File: src/rtl/sram_line_fifo_ctrl.sv
// Line-packing FIFO controller in front of a single-port SRAM bank: packs
// words into lines on write and serializes lines back out in FIFO order.
//
//   state | meaning
//   IDLE  | output buffer empty, waiting for a stored line
//   WAIT  | read issued last cycle, bank Q captured at end of this cycle
//   DRAIN | output buffer holds a line, words presented one per pop
module sram_line_fifo_ctrl #(
  parameter int DATA_WIDTH  = 16,
  parameter int FETCH_WIDTH = 4,
  parameter int DEPTH       = 256,
  parameter int ADDR_WIDTH  = 8
) (
  input  logic                                          clk,
  input  logic                                          rst_n,
  input  logic                                          clk_en,
  input  logic                                          flush,
  input  logic [DATA_WIDTH-1:0]                         data_in,
  input  logic                                          data_in_valid,
  output logic                                          data_in_ready,
  output logic [DATA_WIDTH-1:0]                         data_out,
  output logic                                          data_out_valid,
  input  logic                                          data_out_ready,
  output logic [ADDR_WIDTH-1:0]                         mem_addr_in_bank,
  output logic                                          mem_cen_in_bank,
  output logic                                          mem_wen_in_bank,
  output logic [FETCH_WIDTH-1:0][DATA_WIDTH-1:0]        mem_data_in_bank,
  input  logic [0:0][FETCH_WIDTH-1:0][DATA_WIDTH-1:0]   mem_data_out_bank,
  output logic [ADDR_WIDTH:0]                           line_count,
  output logic                                          empty,
  output logic                                          full
);

  localparam int IDX_W = $clog2(FETCH_WIDTH);
  localparam logic [IDX_W-1:0]      IDX_LAST = IDX_W'(FETCH_WIDTH - 1);
  localparam logic [ADDR_WIDTH:0]   LC_MAX   = (ADDR_WIDTH + 1)'(DEPTH);
  localparam logic [ADDR_WIDTH-1:0] PTR_LAST = ADDR_WIDTH'(DEPTH - 1);

  typedef enum logic [1:0] {IDLE, WAIT, DRAIN} rd_state_t;

  rd_state_t r_state, w_state_nxt;

  logic [FETCH_WIDTH-1:0][DATA_WIDTH-1:0] r_wbuf;
  logic [FETCH_WIDTH-1:0][DATA_WIDTH-1:0] r_obuf;
  logic [IDX_W-1:0]                       r_wr_idx;
  logic [IDX_W-1:0]                       r_rd_idx;
  logic                                   r_wbuf_full;
  logic [ADDR_WIDTH-1:0]                  r_wr_ptr;
  logic [ADDR_WIDTH-1:0]                  r_rd_ptr;
  logic [ADDR_WIDTH:0]                    r_line_count;

  logic w_go;
  logic w_pop;
  logic w_last_pop;
  logic w_rd_req;
  logic w_wr_req;
  logic w_rd_gnt;
  logic w_wr_gnt;
  logic w_accept;

  // flush suppresses bank traffic so a flushed cycle never moves pointers
  assign w_go       = clk_en && !flush;
  assign w_pop      = clk_en && (r_state == DRAIN) && data_out_ready;
  assign w_last_pop = w_pop && (r_rd_idx == IDX_LAST);
  assign w_rd_req   = (r_line_count != '0) && ((r_state == IDLE) || w_last_pop);
  assign w_wr_req   = r_wbuf_full && (r_line_count != LC_MAX);
  assign w_rd_gnt   = w_go && w_rd_req;
  assign w_wr_gnt   = w_go && w_wr_req && !w_rd_req;
  assign w_accept   = w_go && data_in_valid && !r_wbuf_full;

  always_comb begin
    w_state_nxt = r_state;
    case (r_state)
      IDLE:    if (w_rd_gnt) w_state_nxt = WAIT;
      WAIT:    w_state_nxt = DRAIN;
      DRAIN:   if (w_last_pop) w_state_nxt = w_rd_gnt ? WAIT : IDLE;
      default: w_state_nxt = IDLE;
    endcase
  end

  always_ff @(posedge clk or negedge rst_n) begin
    if (!rst_n)      r_state <= IDLE;
    else if (flush)  r_state <= IDLE;
    else if (clk_en) r_state <= w_state_nxt;
  end

  always_ff @(posedge clk or negedge rst_n) begin
    if (!rst_n) begin
      r_wbuf       <= '0;
      r_obuf       <= '0;
      r_wr_idx     <= '0;
      r_rd_idx     <= '0;
      r_wbuf_full  <= 1'b0;
      r_wr_ptr     <= '0;
      r_rd_ptr     <= '0;
      r_line_count <= '0;
    end else if (flush) begin
      r_wbuf       <= '0;
      r_obuf       <= '0;
      r_wr_idx     <= '0;
      r_rd_idx     <= '0;
      r_wbuf_full  <= 1'b0;
      r_wr_ptr     <= '0;
      r_rd_ptr     <= '0;
      r_line_count <= '0;
    end else if (clk_en) begin
      if (w_accept) begin
        r_wbuf[r_wr_idx] <= data_in;
        r_wr_idx         <= r_wr_idx + IDX_W'(1);
        if (r_wr_idx == IDX_LAST) r_wbuf_full <= 1'b1;
      end
      if (w_wr_gnt) begin
        r_wbuf_full <= 1'b0;
        r_wr_ptr    <= (r_wr_ptr == PTR_LAST) ? '0 : r_wr_ptr + ADDR_WIDTH'(1);
      end
      if (w_rd_gnt)
        r_rd_ptr <= (r_rd_ptr == PTR_LAST) ? '0 : r_rd_ptr + ADDR_WIDTH'(1);
      if (w_wr_gnt && !w_rd_gnt)
        r_line_count <= r_line_count + (ADDR_WIDTH + 1)'(1);
      else if (w_rd_gnt && !w_wr_gnt)
        r_line_count <= r_line_count - (ADDR_WIDTH + 1)'(1);
      // bank Q is held while clk_en is low, so the capture may be stalled safely
      if (r_state == WAIT) begin
        r_obuf   <= mem_data_out_bank[0];
        r_rd_idx <= '0;
      end else if (w_pop) begin
        r_rd_idx <= r_rd_idx + IDX_W'(1);
      end
    end
  end

  always_comb begin
    mem_cen_in_bank  = w_rd_gnt || w_wr_gnt;
    mem_wen_in_bank  = w_wr_gnt;
    mem_addr_in_bank = '0;
    if (w_rd_gnt)      mem_addr_in_bank = r_rd_ptr;
    else if (w_wr_gnt) mem_addr_in_bank = r_wr_ptr;
  end

  assign mem_data_in_bank = r_wbuf;
  assign data_in_ready    = clk_en && !r_wbuf_full;
  assign data_out_valid   = (r_state == DRAIN);
  assign data_out         = (r_state == DRAIN) ? r_obuf[r_rd_idx] : '0;
  assign line_count       = r_line_count;
  assign empty            = (r_line_count == '0) && (r_state == IDLE);
  assign full             = (r_line_count == LC_MAX) && r_wbuf_full;

endmodule

File: config.mk
export PLATFORM = sky130hd
export DESIGN_NAME = sram_line_fifo_ctrl
export DESIGN_NICKNAME = d
export VERILOG_FILES = /design/src/rtl/sram_line_fifo_ctrl.sv
export SDC_FILE = /design/constraint.sdc
export NUM_CORES = 1
export LEC_CHECK = 0
export ABC_CLOCK_PERIOD_IN_PS = 5700
export BUFFER_PORTS_ARGS = -buffer_cell sky130_fd_sc_hd__buf_2
export CAP_MARGIN = 20
export CORE_MARGIN = 4
export CORE_UTILIZATION = 30
export CTS_CLUSTER_DIAMETER = 80
export CTS_CLUSTER_SIZE = 40
export DETAILED_ROUTE_END_ITERATION = 12
export GPL_ROUTABILITY_DRIVEN = 0
export GPL_TIMING_DRIVEN = 1
export MAX_ROUTING_LAYER = met4
export SLEW_MARGIN = 20
export SYNTH_ARGS = -nofsm -noshare
export SYNTH_HDL_FRONTEND = slang
export SYNTH_SLANG_ARGS = --single-unit
File: constraint.sdc
create_clock -name clk -period 5.7 [get_ports clk]
set_clock_uncertainty 0.1 [all_clocks]
set_input_delay 0.285 -clock clk [delete_from_list [all_inputs] [get_ports clk]]
set_output_delay 0.285 -clock clk [all_outputs]
set_load 0.01 [all_outputs]
==> results of run 1 <==
-- kinds of logic after synthesis --
kind of cell / share of synthesized area, %
compound gates: 18.11
mux: 5.323
buf+inv: 3.435
simple gates: 14.46
xor+xnor: 1.429
flops: 54.42
fa+ha+maj: 2.823
-- power groups by stage --
| stage | Combinational, mW | Sequential [mW] | Clock (mW) |
|---|---|---|---|
| after floorplan | 0.369 | 1.31 | 0 |
| after global placement | 0.559 | 1.31 | 0 |
| after detailed placement | 0.569 | 1.32 | 0 |
| after CTS | 0.608 | 1.29 | 1.17 |
| after global routing | 0.668 | 1.31 | 1.21 |
| final | 0.598 | 1.29 | 1.13 |
-- timing repair --
item | CTS | global route
endpoints found under the hold margin | 174 | 0
resized for setup | 0 | 0
hold buffers | 67 | 0
-- cell type report --
type | instances | area share (%)
Sequential cell | 160 | 40.82
Multi-Input combinational cell | 483 | 31.73
Timing Repair Buffer | 261 | 16.98
Clock buffer | 18 | 4.477
Tap cell | 324 | 4.133
Clock inverter | 14 | 1.429
Inverter | 10 | 0.3827
Antenna cell | 2 | 0.05102
-- cells in the mapped netlist, types with 4 or more instances --
cell type,n
dfrtp_1,160
nor2_1,22
nor3_1,4
a21oi_1,77
xnor2_1,5
buf_2,16
and2_1,19
and3_1,8
clkbuf_1,17
mux4_2,16
nand3_1,8
o21ai_0,18
buf_1,12
a31oi_1,4
ha_1,15
a21o_1,6
o31ai_1,4
xor2_1,7
a22o_1,72
inv_1,10
nand2_1,163
-- flip-flops by register name, indices dropped and copies added (netlist names) --
| register | cells |
|---|---|
| mem_data_in_bank | 64 |
| r_rd_ptr | 8 |
| line_count | 9 |
| r_obuf | 64 |
| r_wr_idx | 2 |
| r_wbuf_full | 1 |
| r_state | 2 |
| r_wr_ptr | 8 |
| r_rd_idx | 2 |
-- worst min-delay path by stage --
| stage | cells past startpoint | to | from |
|---|---|---|---|
| detailed placement | 1 | r_obuf[34]$_DFFE_PN0P_ | r_obuf[34]$_DFFE_PN0P_ |
| floorplan | 0 | line_count[0]$_DFFE_PN0P_ | rst_n |
| finish | 3 | mem_data_in_bank[44]$_DFFE_PN0P_ | data_in[12] |
| CTS | 3 | mem_data_in_bank[46]$_DFFE_PN0P_ | data_in[14] |
| global route | 3 | mem_data_in_bank[36]$_DFFE_PN0P_ | data_in[4] |
| global placement | 1 | r_obuf[42]$_DFFE_PN0P_ | r_obuf[42]$_DFFE_PN0P_ |
-- worst min-delay path, cell delays in order --
cell	delay, ns
buf_2	0.13
nand2_1	0.06
a21oi_1	0.05
-- per-layer routing --
| layer | up-vias | routed length [um] | GRT usage (%) | share of wire [%] |
|---|---|---|---|---|
| li1 | 2935 | - | - | - |
| met5 | - | 0 | - | 0 |
| met3 | 23 | 1098 | 3.369 | 5.2 |
| met4 | 0 | 327 | 4.839 | 1.5 |
| met2 | 179 | 10210 | 25.12 | 48 |
| met1 | 3030 | 9560 | 21.49 | 45 |
==> impl_metrics.csv, run 1 <==
group,metric,value,unit
synth,ys_seq_area_share,54.42,%
detailed_routing,drtPass1Iterations,5,
detailed_routing,drc,0,
sta,rsz0062_at_grt,"no",
pwr,combPwrFrac,19.8,%
critical_path,worstPathCellList,"ha_1 -> nand3_1 -> a21o_1 -> o2111a_2 -> inv_1 -> ha_1 -> nor2b_1 -> o21ai_0 -> o21ai_0 -> a31oi_1 -> mux2i_1 -> a22oi_1",
detailed_routing,vias,6167,
clocking,path_clk_slew,0.07,ns
critical_path,crit_buf_inv,1,
floorplanning,die_x,164.6,um
layout,final_cell_mix,"187 x buf_2, 163 x nand2_1, 160 x dfrtp_1",
detailed_routing,wl_per_cell,16.66,um
status,outcome,"complete, no violations",
layout,drive_gt1_share,26.96,%
critical_path,cp-startpoint,"r_rd_idx[1]$_DFFE_PN0P_",
pwr,power_frac_clock,37.5,%
pwr,irDropWorstVdd,118.8,uV
critical_path,r2r-start,"r_rd_idx[1]$_DFFE_PN0P_",
layout,area_delta_synth_final,33.33,%
floorplanning,core,24250,um2
critical_path,ff2ff_path_depth,12,
clocking,cts_sinks,160,
sta,holdWs,0.02739,ns
clocking,ctsLongestPathBuffers,2,
synth,synthTopCellsByArea,"dfrtp_1 54%, a22o_1 8.6%, nand2_1 8.3%",
synth,synth_edf_count,0,
critical_path,rrSetupSlack,1.84,ns
layout,layout_commonest_cell,"buf_2",
placement,dpl_cell_area,8552,um2
global_routing,grt_antenna_before_repair,2,
synth,ys_seq_elements,160,
placement,placed_cells,1171,
critical_path,endpoint,"line_count[8]$_DFFE_PN0P_",
sta,drv_slew,0,
global_routing,grt_pass1_vias,6290,
pwr,p_leak,4.742,nW
pwr,sw_frac_of_total,31.23,%
synth,synth_cell_types,45,
critical_path,worst-setup-path-type,"reg2reg",
layout,utilization,40.45,%
clocking,h-tree-depth,4,
pwr,total_power,3.024,mW
layout,multi_input_area,3113,um2
sta,tightest_slew,0.9084,ns
floorplanning,rows,57,
synth,syn_inst,701,
layout,fin_cells,1272,
pwr,p_int,2.080,mW
synth,synth_area,7357,um2
flow_run,cap_violations,0,
layout,design_area,9809,um2
placement,hpwlAfterDp,13750,um
clocking,cts_tree,"done",
pwr,power.share.sequential,42.8,%
floorplanning,dieArea,27090,um2
floorplanning,start_util,30.34,%
pwr,p_sw,0.9446,mW
floorplanning,die_h,164.6,um
worst_hold_path,hold_path.class,"in2reg",
synth,avgSynthCellArea,10.50,um2
sta,fin_setup_tns,0,ns
critical_path,cp_slowest_cell,"dfrtp_1",
clocking,root_buffer,"clkbuf_16",
critical_path,crit_fanout,20,
global_routing,gr-total-overflow,0,
synth,yosysWarnings,0,
synth,syn_nets,803,
clocking,numCtsBuffers,17,
pwr,power.density,308.3,nW/um2
synth,synth_top_area_share,54.42,%
sta,setup_viol,0,
clocking,post_cts_buffers,0,
layout,fillers,2394,
sta,max_freq,259.3,MHz
layout,final_net_count,1035,
critical_path,crit_family,"compound AO/OA/AOI/OAI gates",
critical_path,path_depth,12,
detailed_routing,drt-total-wl,21190,um
critical_path,critPathArrivalTime,4.06,ns
sta,slew_headroom,39.44,%
placement,pre_cts_ws,1.803,ns
sta,period_share,67.65,%
detailed_routing,viasPerCell,4.848,
sta,setup_ws,1.844,ns
placement,portBuffers,188,
detailed_routing,drtIter0Drc,404,
sta,period_needed,3.856,ns
layout,seq_area,4004,um2
detailed_routing,ant_nets,0,
global_routing,track_usage,16.17,%
synth,synthFlopType,"dfrtp_1",
floorplanning,ios,189,
synth,yosys.area.top_type,"dfrtp_1",
clocking,clk-insertion-delay-late,0.42,ns
critical_path,required,5.90,ns
global_routing,grt_pass1_wl,33840,um
sta,hold_violations,0,
critical_path,critical_path.endpoint_type,"flip-flop",
synth,async_reset_ff_share,100.0,%
critical_path,timing.rr.end,"line_count[8]$_DFFE_PN0P_",
global_routing,grt_max_degree,107,
critical_path,startpoint_type,"flip-flop",
critical_path,critPathMaxStageDelay,0.91,ns
(Power assumes the default switching activity.)
==> inputs of run 2 (changes only) <==
--- a/config.mk
+++ b/config.mk
@@ -5,7 +5,7 @@
 export SDC_FILE = /design/constraint.sdc
 export NUM_CORES = 1
 export LEC_CHECK = 0
-export ABC_CLOCK_PERIOD_IN_PS = 5700
+export ABC_CLOCK_PERIOD_IN_PS = 3600
 export BUFFER_PORTS_ARGS = -buffer_cell sky130_fd_sc_hd__buf_2
 export CAP_MARGIN = 20
 export CORE_MARGIN = 4
==> constraint.sdc (replaced) <==
create_clock -name clk -period 3.6 [get_ports clk]
set_clock_uncertainty 0.1 [all_clocks]
set_input_delay 0.18 -clock clk [delete_from_list [all_inputs] [get_ports clk]]
set_output_delay 0.18 -clock clk [all_outputs]
set_load 0.01 [all_outputs]
==> run 2 against run 1 <==
Effect of this change: combinational power grew 62%; clock-buffer cell count unchanged; flip-flop and latch count unchanged; via count rose by 1.3%; first-iteration DRC count increased by 33%; sequential share of layout area shrank 1.0 points; register-to-register slack worse by 1.4 ns; largest cell class unchanged; largest power group unchanged; die area unchanged; clock power rose by 72%; non-clock buffer count grew 22; worst hold slack gained 0.21 ns.
==> impl_metrics.csv, run 2 (synthesized netlist as in run 1, its figures left out) <==
group,metric,value,unit
floorplanning,start_util,30.34,%
flow_run,cap_violations,0,
layout,area_delta_synth_final,36.82,%
clocking,numCtsBuffers,17,
floorplanning,die_x,164.6,um
sta,setup_viol,0,
critical_path,crit_family,"compound AO/OA/AOI/OAI gates",
clocking,path_clk_slew,0.07,ns
layout,fillers,2374,
detailed_routing,ant_nets,0,
global_routing,gr-total-overflow,0,
critical_path,cp_slowest_cell,"dfrtp_1",
pwr,power.density,492.5,nW/um2
floorplanning,ios,189,
critical_path,critPathMaxStageDelay,0.47,ns
placement,placed_cells,1175,
detailed_routing,drtPass1Iterations,4,
placement,portBuffers,188,
detailed_routing,drtIter0Drc,536,
clocking,root_buffer,"clkbuf_16",
sta,drv_slew,0,
critical_path,worstPathCellList,"nor4_4 -> and2_1 -> o2111a_2 -> inv_1 -> ha_1 -> a21o_1 -> a21oi_1 -> o21ai_0 -> a31oi_1 -> mux2i_1 -> a22oi_1",
clocking,post_cts_resize_count,0,
critical_path,r2r-start,"line_count[0]$_DFFE_PN0P_",
clocking,cts_tree,"done",
critical_path,crit_fanout,8,
layout,insertedDiodeCount,0,
sta,slew_headroom,38.24,%
sta,period_share,86.98,%
global_routing,grt_pass1_wl,34970,um
detailed_routing,drt-total-wl,21590,um
clocking,h-tree-depth,4,
critical_path,critical_path.endpoint_type,"flip-flop",
critical_path,timing.rr.end,"line_count[8]$_DFFE_PN0P_",
layout,layout_commonest_cell,"buf_2",
layout,multi_input_area,3113,um2
worst_hold_path,min_delay_path_depth,4,
critical_path,worst-setup-path-type,"reg2reg",
global_routing,grt_max_degree,86,
global_routing,track_usage,16.59,%
worst_hold_path,min_to,"r_wr_idx[0]$_DFFE_PN0P_",
floorplanning,rows,57,
detailed_routing,vias,6245,
floorplanning,core,24250,um2
sta,holdWs,0.2326,ns
global_routing,grt_antenna_before_repair,0,
critical_path,crit_buf_inv,1,
layout,final_net_count,1057,
status,outcome,"complete, no violations",
global_routing,grt_pass1_vias,6534,
layout,seq_area,4004,um2
sta,rsz0062_at_grt,"no",
worst_hold_path,hold_path.class,"in2reg",
pwr,p_leak,4.868,nW
placement,hpwlAfterDp,14030,um
critical_path,critPathArrivalTime,3.33,ns
clocking,clk-insertion-delay-late,0.42,ns
sta,fin_setup_tns,0,ns
critical_path,ff2ff_path_depth,11,
clocking,cts_sinks,160,
detailed_routing,viasPerCell,4.834,
sta,tightest_slew,0.9264,ns
layout,design_area,10070,um2
layout,drive_gt1_share,26.65,%
detailed_routing,wl_per_cell,16.71,um
layout,utilization,41.51,%
floorplanning,dieArea,27090,um2
clocking,ctsLongestPathBuffers,2,
worst_hold_path,min_from,"data_in_valid",
critical_path,rrSetupSlack,0.47,ns
sta,period_needed,3.131,ns
floorplanning,die_h,164.6,um
pwr,irDropWorstVdd,268.7,uV
critical_path,required,3.80,ns
placement,dpl_cell_area,8594,um2
layout,fin_cells,1292,
critical_path,startpoint_type,"flip-flop",
sta,hold_violations,0,
sta,max_freq,319.4,MHz
layout,final_cell_mix,"187 x buf_2, 163 x nand2_1, 160 x dfrtp_1",
detailed_routing,drc,0,
-- run 2: worst max path at each step --
stage / start / depth (start not counted) / slack (ns) / endpoint
2_1_floorplan: line_count[0]$_DFFE_PN0P_ / 13 / 0.45 / line_count[8]$_DFFE_PN0P_
3_3_place_gp: line_count[5]$_DFFE_PN0P_ / 11 / 0.56 / line_count[8]$_DFFE_PN0P_
3_5_place_dp: line_count[0]$_DFFE_PN0P_ / 11 / 0.44 / line_count[8]$_DFFE_PN0P_
4_1_cts: line_count[0]$_DFFE_PN0P_ / 11 / 0.43 / line_count[8]$_DFFE_PN0P_
5_1_grt: line_count[0]$_DFFE_PN0P_ / 11 / 0.16 / line_count[8]$_DFFE_PN0P_
6_report: line_count[0]$_DFFE_PN0P_ / 11 / 0.47 / line_count[8]$_DFFE_PN0P_
-- run 2: repair_timing --
item / in CTS / in global routing
endpoints found under the hold margin: 214 / 0
setup endpoints to repair: 0 / 0
buffers inserted: 0 / 0
hold buffers: 85 / 0
-- run 2: through the flow --
| stage | total power [mW] | worst slack, ns |
|---|---|---|
| after floorplan | 2.659 | 0.4521 |
| after global placement | 2.970 | 0.5577 |
| after detailed placement | 2.987 | 0.4433 |
| after CTS | 5.033 | 0.4278 |
| after global routing | 5.223 | 0.1576 |
| final | 4.958 | 0.4688 |
-- run 2: report_power, final --
group          switching, mW  total [mW]  internal, mW
Combinational          0.523       0.968         0.445
Clock                  0.820        1.94          1.12
Sequential             0.130        2.05          1.92
Total                   1.47        4.96          3.48
-- run 2: layout make-up --
class / count / area share, %
Clock inverter: 14 / 1.902
Timing Repair Buffer: 283 / 18.73
Sequential cell: 160 / 39.78
Tap cell: 324 / 4.027
Clock buffer: 18 / 4.264
Multi-Input combinational cell: 483 / 30.93
Inverter: 10 / 0.3729
-- run 2: layer usage --
metal,up-vias,share of wire (%),global-route usage (%)
met5,-,0,-
met4,0,1.2,3.894
met3,19,4.8,3.569
met2,148,49,26.72
met1,3092,45,21.60
li1,2986,-,-
-- run 2: worst min-delay path, cell delays in order --
cell	delay [ns]
buf_2	0.12
and2_1	0.21
xnor2_1	0.17
nor2_1	0.04
==> inputs of run 3 (changes only) <==
--- a/config.mk
+++ b/config.mk
@@ -8,6 +8,7 @@
 export ABC_CLOCK_PERIOD_IN_PS = 3600
 export BUFFER_PORTS_ARGS = -buffer_cell sky130_fd_sc_hd__buf_2
 export CAP_MARGIN = 20
+export CORE_ASPECT_RATIO = 1.25
 export CORE_MARGIN = 4
 export CORE_UTILIZATION = 30
 export CTS_CLUSTER_DIAMETER = 80
@@ -16,6 +17,7 @@
 export GPL_ROUTABILITY_DRIVEN = 0
 export GPL_TIMING_DRIVEN = 1
 export MAX_ROUTING_LAYER = met4
+export REMOVE_ABC_BUFFERS = 1
 export SLEW_MARGIN = 20
 export SYNTH_ARGS = -nofsm -noshare
 export SYNTH_HDL_FRONTEND = slang
==> run 3 against run 2 <==
Effect of this change: sequential power hardly changed; sequential share of layout area is 0.16 points higher; routed wire length is 1.3% higher; core utilization is 0.33 points higher; die area hardly changed; flip-flop and latch count stayed put; critical path depth stayed put; power is 1.8% lower; critical endpoint unchanged; global-route usage is 0.067 points higher; via count is 0.22% lower.
==> impl_metrics.csv, run 3 (synthesized netlist as in run 1, its figures left out) <==
group,metric,value,unit
placement,hpwlAfterDp,13890,um
global_routing,gr-usage-met3,3.633,%
critical_path,startpoint_type,"flip-flop",
pwr,irDropWorstVdd,286.8,uV
layout,area_delta_synth_final,36.28,%
sta,max_freq,314.3,MHz
sta,setup_viol,0,
worst_hold_path,hold_path.class,"in2reg",
global_routing,track_usage,16.65,%
detailed_routing,drtIter0Drc,280,
floorplanning,start_util,30.70,%
clocking,post_cts_buffers,0,
detailed_routing,drt-total-wl,21870,um
global_routing,grt_antenna_before_repair,0,
global_routing,grt_use_met1,19.87,%
global_routing,grt_max_degree,96,
critical_path,worst-setup-path-type,"reg2reg",
layout,final_cell_mix,"187 x buf_2, 163 x nand2_1, 160 x dfrtp_1",
sta,hold_violations,0,
global_routing,use_met2,27.19,%
placement,dpl_cell_area,8583,um2
clocking,post_cts_resize_count,0,
global_routing,grt_pass1_vias,6501,
sta,fin_setup_tns,0,ns
global_routing,gr-total-overflow,0,
detailed_routing,vias,6231,
clocking,clk-insertion-delay-late,0.43,ns
clocking,h-tree-depth,4,
clocking,root_buffer,"clkbuf_16",
layout,design_area,10030,um2
sta,tightest_slew,0.9055,ns
floorplanning,ios,189,
clocking,cts_sinks,160,
layout,layout_commonest_cell,"buf_2",
pwr,power.density,485.7,nW/um2
placement,portBuffers,188,
clocking,hold_buffers,84,
status,outcome,"complete, no violations",
clocking,cts_tree,"done",
floorplanning,die_h,183.1,um
sta,period_needed,3.182,ns
sta,period_share,88.39,%
sta,slew_headroom,39.63,%
flow_run,cap_violations,0,
critical_path,required,3.80,ns
pwr,p_leak,4.828,nW
layout,drive_gt1_share,26.32,%
floorplanning,die_x,148.1,um
critical_path,critPathArrivalTime,3.38,ns
detailed_routing,drc,0,
detailed_routing,viasPerCell,4.826,
layout,final_net_count,1054,
floorplanning,dieArea,27110,um2
detailed_routing,drtPass1Iterations,4,
clocking,numCtsBuffers,17,
sta,drv_slew,0,
detailed_routing,wl_per_cell,16.94,um
clocking,ctsLongestPathBuffers,2,
layout,fillers,2347,
global_routing,busiest_layer,"met2",
floorplanning,core,23960,um2
critical_path,critical_path.endpoint_type,"flip-flop",
detailed_routing,ant_nets,0,
pwr,total_power,4.869,mW
clocking,path_clk_slew,0.06,ns
floorplanning,rows,63,
critical_path,crit_fanout,8,
sta,rsz0062_at_grt,"no",
global_routing,grt_pass1_wl,34850,um
-- run 3: worst max-delay path, stage by stage, from the launching register on --
cell and delay (ns):
dfrtp_1 0.43, nor4_2 0.39, and2_1 0.22, o2111a_2 0.27, inv_1 0.17, ha_1 0.33
nor2b_1 0.13, o21ai_0 0.19, o21ai_0 0.16, a31oi_1 0.34, mux2i_1 0.23, a22oi_1 0.08
-- run 3: metal layers --
| layer | part of all wire [%] | vias up |
|---|---|---|
| met5 | 0 | - |
| met4 | 3.3 | 0 |
| met3 | 4.9 | 37 |
| met2 | 50 | 174 |
| met1 | 42 | 3042 |
| li1 | - | 2978 |
-- run 3: layout make-up --
cell class	instances	area [um2]	area share, %
antenna	1	2.502	0.02496
clock buffer	23	467.9	4.667
clock inverter	9	131.4	1.310
inverter	10	37.54	0.3744
multi-input combinational	483	3115	31.07
sequential	160	4004	39.93
tap	325	406.6	4.056
timing repair buffer	280	1861	18.56
-- run 3: report_power, final --
group          total, mW  internal, mW  switching [mW]
combinational      0.966         0.442           0.524
sequential          2.05          1.92           0.125
clock               1.86          1.13           0.728
total               4.87          3.49            1.38
-- run 3: metrics by stage --
step                utilization [%]  instances  hold slack, ns  worst slack, ns
floorplan                         -        653         -0.2156          0.03099
global placement              35.82       1174          0.1236           0.5390
detailed placement            35.82       1174          0.1293           0.4341
CTS                           41.83       1290          0.1928           0.4110
global route                  41.83       1290          0.2593           0.1673
finish                        41.84       1291          0.2169           0.4181
-- run 3: final timing paths --
kind	startpoint	endpoint	slack, ns	cells past startpoint
setup / recovery	line_count[5]$_DFFE_PN0P_	line_count[8]$_DFFE_PN0P_	0.42	11
hold / removal	data_in_valid	r_wr_idx[0]$_DFFE_PN0P_	0.22	4
setup reg to reg	line_count[5]$_DFFE_PN0P_	line_count[8]$_DFFE_PN0P_	0.42	11
hold reg to reg	r_obuf[41]$_DFFE_PN0P_	r_obuf[41]$_DFFE_PN0P_	0.40	1
max in group asynchronous	rst_n	r_state[1]$_DFFE_PN0P_	2.20	3
min in group asynchronous	rst_n	mem_data_in_bank[46]$_DFFE_PN0P_	0.23	2
